### config.mk
export PLATFORM = sky130hd
export DESIGN_NAME = mult_top
export DESIGN_NICKNAME = d
export VERILOG_FILES = /design/src/rtl/fp_mult_pkg.sv /design/src/rtl/mult_datapath.sv /design/src/rtl/mult_top.sv
export SDC_FILE = /design/constraint.sdc
export NUM_CORES = 1
export LEC_CHECK = 0
export ABC_AREA = 1
export CORE_UTILIZATION = 24
export DETAILED_ROUTE_END_ITERATION = 7
export SKIP_CTS_REPAIR_TIMING = 1
export SLEW_MARGIN = 0
export SYNTH_ARGS = -nofsm -noshare
export SYNTH_HDL_FRONTEND = slang
export SYNTH_SLANG_ARGS = --single-unit
### constraint.sdc
create_clock -name clk -period 9.1 [get_ports clk]
set_clock_uncertainty 0.15 [all_clocks]
set_input_delay 2.73 -clock clk [delete_from_list [all_inputs] [get_ports clk]]
set_output_delay 2.73 -clock clk [all_outputs]
set_load 0.02 [all_outputs]
### src/rtl/fp_mult_pkg.sv
// Shared widths and state encoding for the FP mantissa multiplier.
package fp_mult_pkg;

  localparam int unsigned FRAC_W = 23;
  localparam int unsigned MANT_W = 24;
  localparam int unsigned PROD_W = 48;
  localparam int unsigned OUT_W  = 25;
  localparam int unsigned ITER   = 24;
  localparam int unsigned CNT_W  = 5;

  typedef enum logic [1:0] {
    IDLE,
    BUSY,
    DONE
  } state_t;

endpackage

### src/rtl/mult_datapath.sv
// Shift-add datapath: accumulator, multiplicand, multiplier shift register,
// iteration counter and the truncated result register.
module mult_datapath
  import fp_mult_pkg::*;
(
  input  logic              clk,
  input  logic              rst,
  input  logic              load,
  input  logic              step,
  input  logic [FRAC_W-1:0] a,
  input  logic [FRAC_W-1:0] b,
  output logic [OUT_W-1:0]  out,
  output logic              last
);

  logic [PROD_W-1:0] acc;
  logic [MANT_W-1:0] mcand;
  logic [MANT_W-1:0] mplier;
  logic [CNT_W-1:0]  cnt;

  logic [MANT_W-1:0] addend;
  logic [MANT_W:0]   upper;
  logic [PROD_W-1:0] acc_next;

  // Add into the upper half and shift the whole accumulator right, so the
  // multiplicand never needs a wide barrel shift.
  always_comb begin
    addend   = mplier[0] ? mcand : '0;
    upper    = {1'b0, acc[PROD_W-1:MANT_W]} + {1'b0, addend};
    acc_next = {upper, acc[MANT_W-1:1]};
  end

  assign last = (cnt == CNT_W'(ITER - 1));

  always_ff @(posedge clk or posedge rst) begin
    if (rst) begin
      acc    <= '0;
      mcand  <= '0;
      mplier <= '0;
      cnt    <= '0;
      out    <= '0;
    end else if (load) begin
      acc    <= '0;
      mcand  <= {1'b1, a};
      mplier <= {1'b1, b};
      cnt    <= '0;
    end else if (step) begin
      acc    <= acc_next;
      mplier <= mplier >> 1;
      cnt    <= cnt + 1'b1;
      if (last)
        out <= acc_next[PROD_W-1:PROD_W-OUT_W];
    end
  end

endmodule

### src/rtl/mult_top.sv
// Sequential mantissa multiplier: IDLE/BUSY/DONE controller around the
// shift-add datapath, with a start/done handshake.
module mult_top
  import fp_mult_pkg::*;
(
  input  logic              clk,
  input  logic              rst,
  input  logic              startMul,
  input  logic [FRAC_W-1:0] A,
  input  logic [FRAC_W-1:0] B,
  output logic [OUT_W-1:0]  out,
  output logic              doneMul
);

  state_t state;
  state_t state_next;
  logic   load;
  logic   step;
  logic   last;

  always_ff @(posedge clk or posedge rst) begin
    if (rst)
      state <= IDLE;
    else
      state <= state_next;
  end

  always_comb begin
    state_next = state;
    load       = 1'b0;
    step       = 1'b0;
    doneMul    = 1'b0;
    case (state)
      IDLE: begin
        if (startMul) begin
          load       = 1'b1;
          state_next = BUSY;
        end
      end
      BUSY: begin
        step = 1'b1;
        if (last)
          state_next = DONE;
      end
      DONE: begin
        doneMul    = 1'b1;
        state_next = IDLE;
      end
      default: state_next = IDLE;
    endcase
  end

  mult_datapath u_datapath (
    .clk  (clk),
    .rst  (rst),
    .load (load),
    .step (step),
    .a    (A),
    .b    (B),
    .out  (out),
    .last (last)
  );

endmodule

==> run metrics, run 1 <==
commonest cells in the netlist=nand2_1 (364), inv_1 (130), dfrtp_1 (104); Max Cap Violations=0; first-pass GRT wire length=26740 um; Starting Density=0.2461; Yosys top cell by area=dfrtp_1; die extent in x=160.2 um; most common cell in the netlist=nand2_1; total track usage=0.1300; clock slew at reported path FFs=0.08 ns; Syn Inst Count=838; pwr dens=359.6 nW/um^2; crit path launch type=primary input; Top FF cell, synth=dfrtp_1; crit path max fanout=49; crit path capture type=flip-flop; DP Wirelength=11800 um; Residual DRC=0; VDD IR-drop max=0.1351 mV; Setup Viol. Count Final=0; die height=160.2 um; HP Class=flip-flop to flip-flop; placed cell area=7048 sq um; CTS Sinks=104; crit-path cells=clkdlybuf4s50_1 -> nand2_2 -> inv_2 -> nor2_2 -> buf_4 -> inv_2 -> o221ai_1; multi-input logic area=2760 sq um; Storage cell area=2603 sq um; I/O Pins=75; Slew @ Worst Pin=0.9879 ns; final slew viol count=0; GRT overflow=0; post-synth top area share=0.4335; fmax=199.0 MHz; Syn. warnings=0; Power Total=2.649 mW; Core Area=24390 sq um; vias in the first global route=5293; unrepaired setup endpoints after global routing=false; GP Congestion=0.9240; wire per inst=12.62 um; First DRT Iteration DRCs=314; syn_nets=913; largest cells by area after synthesis=dfrtp_1 (43%), nand2_1 (23%), inv_1 (8.1%); DRT Pass-1 Iters=5; CTS buffer count=9; Port-buffer cells=74; Total Wirelength=15540 um; Setup CP Type=primary input to flip-flop; via count=5253; normalized max-slew margin=0.3407; Netlist cell types=32; Design Area, Final=7366 sq um; worst endpoint required time=9.18 ns; critical path buffer and inverter count=4; worst skew pair latency=0.36 ns; Area Growth Syn to Fin=22.70%; Final Hold Viols=0; nets=977; CP arrival=5.10 ns; number of synthesized flops with an enable pin=0; H-tree levels=3; layout cells sized above 1=0.04520; CP most frequent cell=inv_2; vias per cell=4.267; CTS tree=yes; share of the yosys chip area belonging to registers=0.4335; Worst R2R Setup Slack=6.28 ns; largest net degree at the start of global routing=60; period utilization=0.5521; die area=25650 sq um; Detail Route Antenna Nets=0; CP max-delay cell=inv_2; diode count=0; Worst path max stage delay=0.70 ns; Synth Register Bits=104; Crit path max-delay family=buffers and inverters; status=finished clean; initial antenna violation count=0; # rows=57; P_leak=3.883 nW; clock tree root buffer cell=clkbuf_16; CTS max path bufs=2; Syn Area/Cell=7.164 sq um; fillers=2696; minimum clock period after layout=5.024 ns; post-synth design cell area=6003 sq um; async set or reset register ratio after synthesis=1.000; setup_tns=0 ns
==> per-stage QoR <==
step,worst slack [ns],std cells,util,hold WS [ns]
after detailed placement,3.627,1215,0.2890,0.3123
after global placement,3.707,1215,0.2890,0.3037
after CTS,4.022,1231,0.3020,0.3304
final,4.076,1231,0.3020,0.3273
after global routing,3.821,1231,0.3020,0.3482
after floorplan,3.488,838,-,0.2900
==> worst reg2reg max path, cell delays in order (launching register included) <==
cell	delay, ns
dfrtp_1	0.90
nand2_1	0.12
inv_1	0.08
ha_1	0.23
fa_1	0.26
nand2_1	0.07
nand2_1	0.10
nand2_2	0.09
o21ai_2	0.21
nand2_2	0.09
nand2_1	0.11
nand2_1	0.06
nand2_1	0.14
nand2_1	0.08
nand2_1	0.06
==> metal layers <==
layer  part of all wire  vias to the layer above  global-route usage
met3              0.040                       14             0.02208
met2               0.45                      114              0.2028
li1                   -                     2729                   -
met5                  0                        -                   0
met4              0.013                        0             0.03810
met1               0.50                     2396              0.1833
==> state kept, by name, summed over array words and instances (netlist names) <==
name	cells
u_datapath.out	25
u_datapath.acc	24
u_datapath.mcand	24
u_datapath.mplier	24
u_datapath.cnt	5
state	2
==> final timing paths <==
| kind | from | to | cells past startpoint |
|---|---|---|---|
| min in group asynchronous | rst | u_datapath.mcand[19] | 2 |
| min reg2reg | u_datapath.mcand[23] | u_datapath.mcand[23] | 1 |
| max in group asynchronous | rst | u_datapath.acc[37] | 3 |
| max | startMul | u_datapath.mplier[2] | 7 |
| max reg2reg | u_datapath.mplier[0] | u_datapath.out[24] | 14 |
| min | u_datapath.mcand[23] | u_datapath.mcand[23] | 1 |
==> layout by cell type (no fill, tap or decap), types with 7 or more instances in the layout <==
| cell type | Yosys | routed |
|---|---|---|
| nand2_1 | 364 | 364 |
| inv_1 | 130 | 129 |
| dfrtp_1 | 104 | 104 |
| clkdlybuf4s50_1 | 0 | 74 |
| nand3_1 | 49 | 49 |
| nor2_1 | 30 | 30 |
| ha_1 | 25 | 25 |
| o221ai_1 | 22 | 22 |
| a21oi_1 | 14 | 14 |
| o21ai_0 | 14 | 14 |
| clkbuf_16 | 0 | 9 |
| nand4_1 | 8 | 8 |
| nand2_2 | 7 | 7 |
| nand3b_1 | 7 | 7 |
==> kinds of logic (layout without fill, tap and decap cells) <==
logic type / Yosys count / after routing / share of synthesized area
AOI/OAI and AO/OA: 61 / 61 / 0.06774
xor gates and xnor gates: 7 / 7 / 0.01021
adders and majority gates: 26 / 26 / 0.05544
buffers and inverters: 160 / 229 / 0.1067
DFF: 104 / 104 / 0.4335
and+or+nand+nor: 480 / 480 / 0.3264
==> layout make-up <==
cell class | instances | area share
clock buffers | 10 | 0.03244
well taps | 324 | 0.05504
clock inverters | 6 | 0.01070
multi-input cells | 574 | 0.3747
repair buffers | 78 | 0.1046
flip-flops and latches | 104 | 0.3533
inverters | 135 | 0.06914
==> where the power goes <==
group / total, mW / switching, mW / internal, mW
sequential: 0.817 / 0.129 / 0.687
clock: 0.419 / 0.191 / 0.228
combinational: 1.41 / 0.894 / 0.519
total: 2.65 / 1.21 / 1.43
No activity file was read; power rests on OpenSTA's default activity.
==> run 2: changes to the inputs <==
clock period = 4.75 ns   (was 9.1 ns; I/O delays follow)
==> run 2 against run 1 <==
Net effect: critical path depth down 4; critical endpoint is now doneMul; combinational power rose by 91%; utilization about the same; via count up 0.21%; first-iteration DRC count shrank 1.6%; register-to-register slack got worse by 4.3 ns; non-clock buffer count up 3.
==> run metrics, run 2 (synthesized netlist as in run 1, its figures left out) <==
status=finished clean; clock slew at reported path FFs=0.08 ns; CTS buffer count=9; fillers=2703; die height=160.2 um; busiest grt layer=met2; r2r startpoint=u_datapath.mplier[0]; largest net degree at the start of global routing=79; CTS Sinks=104; Setup crit start=state[1]; vias in the first global route=5139; crit path launch type=flip-flop; period utilization=0.6636; die area=25650 sq um; GRT overflow=0; first-pass GRT wire length=26590 um; R2R Path End=u_datapath.acc[45]; normalized max-slew margin=0.3488; GR Util met3=0.01948; Setup Viol. Count Final=0; Residual DRC=0; met1 usage=0.1794; H-tree levels=3; Total Wirelength=15850 um; nets=980; minimum clock period after layout=3.152 ns; unrepaired setup endpoints after global routing=false; Worst R2R Setup Slack=2.01 ns; crit path capture type=output pin; CTS max path bufs=2; CP arrival=1.58 ns; GP Congestion=0.9100; CP max-delay cell=clkdlybuf4s50_1; Slew @ Worst Pin=0.9768 ns; hold path depth=1; DRT Pass-1 Iters=7; diode count=0; Final Hold Viols=0; setup_tns=0 ns; layout cells sized above 1=0.04835; DP Wirelength=12070 um; via count=5264; Area Growth Syn to Fin=22.74%; HP Class=flip-flop to flip-flop; clock tree root buffer cell=clkbuf_16; initial antenna violation count=0; pwr dens=682.0 nW/um^2; die extent in x=160.2 um; First DRT Iteration DRCs=309; Core Area=24390 sq um; # rows=57; worst skew pair latency=0.37 ns; Max Cap Violations=0; P_leak=3.884 nW; VDD IR-drop max=0.2549 mV; crit-path cells=inv_1 -> nor2_1 -> clkdlybuf4s50_1; hold wc startpoint=u_datapath.mcand[23]; Reg with most FFs=u_datapath.out; fmax=317.2 MHz; wire per inst=12.85 um; final slew viol count=0; met2 Use GR=0.2063; I/O Pins=75; most frequent cells in the layout=nand2_1 (364), inv_1 (129), dfrtp_1 (104), clkdlybuf4s50_1 (74), nand3_1 (49); WHS Endpoint=u_datapath.mcand[23]; reg2reg path depth=12; Detail Route Antenna Nets=0; Starting Density=0.2461; crit path max fanout=3; Worst path max stage delay=0.63 ns; CTS tree=yes; Port-buffer cells=74; worst endpoint required time=3.17 ns; commonest non-fill, non-tap cell in the layout=nand2_1; Power Total=5.025 mW; Largest register FFs=25; Setup CP Type=flip-flop to output pin; total track usage=0.1315; vias per cell=4.266
run 2: changes by cell type in the layout (fill, tap and decap cells not counted), sizes merged:
cell      delta
buf          +3
bufinv       -1
clkinv       +1
clkinvlp     +1
inv          -1
run 2: per-stage QoR:
stage                     hold WS (ns)  worst slack [ns]  area, sq um  utilization  instances
after floorplan                 0.2900            0.4428         6003            -        838
after global placement          0.3053             1.298         7071       0.2899       1218
after detailed placement        0.3079             1.242         7071       0.2899       1218
after CTS                       0.3249             1.589         7368       0.3021       1234
after global routing            0.3514             1.484         7368       0.3021       1234
final                           0.3253             1.598         7368       0.3021       1234
run 2: layout make-up:
class / count / area [sq um] / share of cell area
flip-flops and latches: 104 / 2603 / 0.3532
clock buffers: 10 / 239.0 / 0.03243
well taps: 324 / 405.4 / 0.05502
inverters: 135 / 509.2 / 0.06911
repair buffers: 81 / 793.3 / 0.1077
clock inverters: 6 / 58.81 / 0.007981
multi-input cells: 574 / 2760 / 0.3746
run 2: how the worst max path moves through the flow:
| stage | to | slack, ns |
|---|---|---|
| finish | doneMul | 1.60 |
| CTS | doneMul | 1.59 |
| global placement | u_datapath.cnt[3] | 1.30 |
| floorplan | state[0] | 0.44 |
| global route | u_datapath.cnt[3] | 1.48 |
| detailed placement | u_datapath.mplier[8] | 1.24 |
run 2: worst max-delay path: cells and delay by family, from the launching register on:
family,cells,cell delay (ns)
buffers and inverters,2,0.71
flip-flops,1,0.39
AND/OR/NAND/NOR,1,0.11
run 2: power breakdown:
group / internal (mW) / leakage [nW] / total (mW) / switching [mW]
combinational: 1.00 / 2.50 / 2.70 / 1.70
sequential: 1.32 / 1.24 / 1.56 / 0.247
clock: 0.383 / 0.143 / 0.762 / 0.379
run 2: layer usage:
metal | vias up | wire, um
met3 | 23 | 617
met5 | - | 0
met1 | 2386 | 7687
met4 | 0 | 401
li1 | 2728 | -
met2 | 127 | 7145
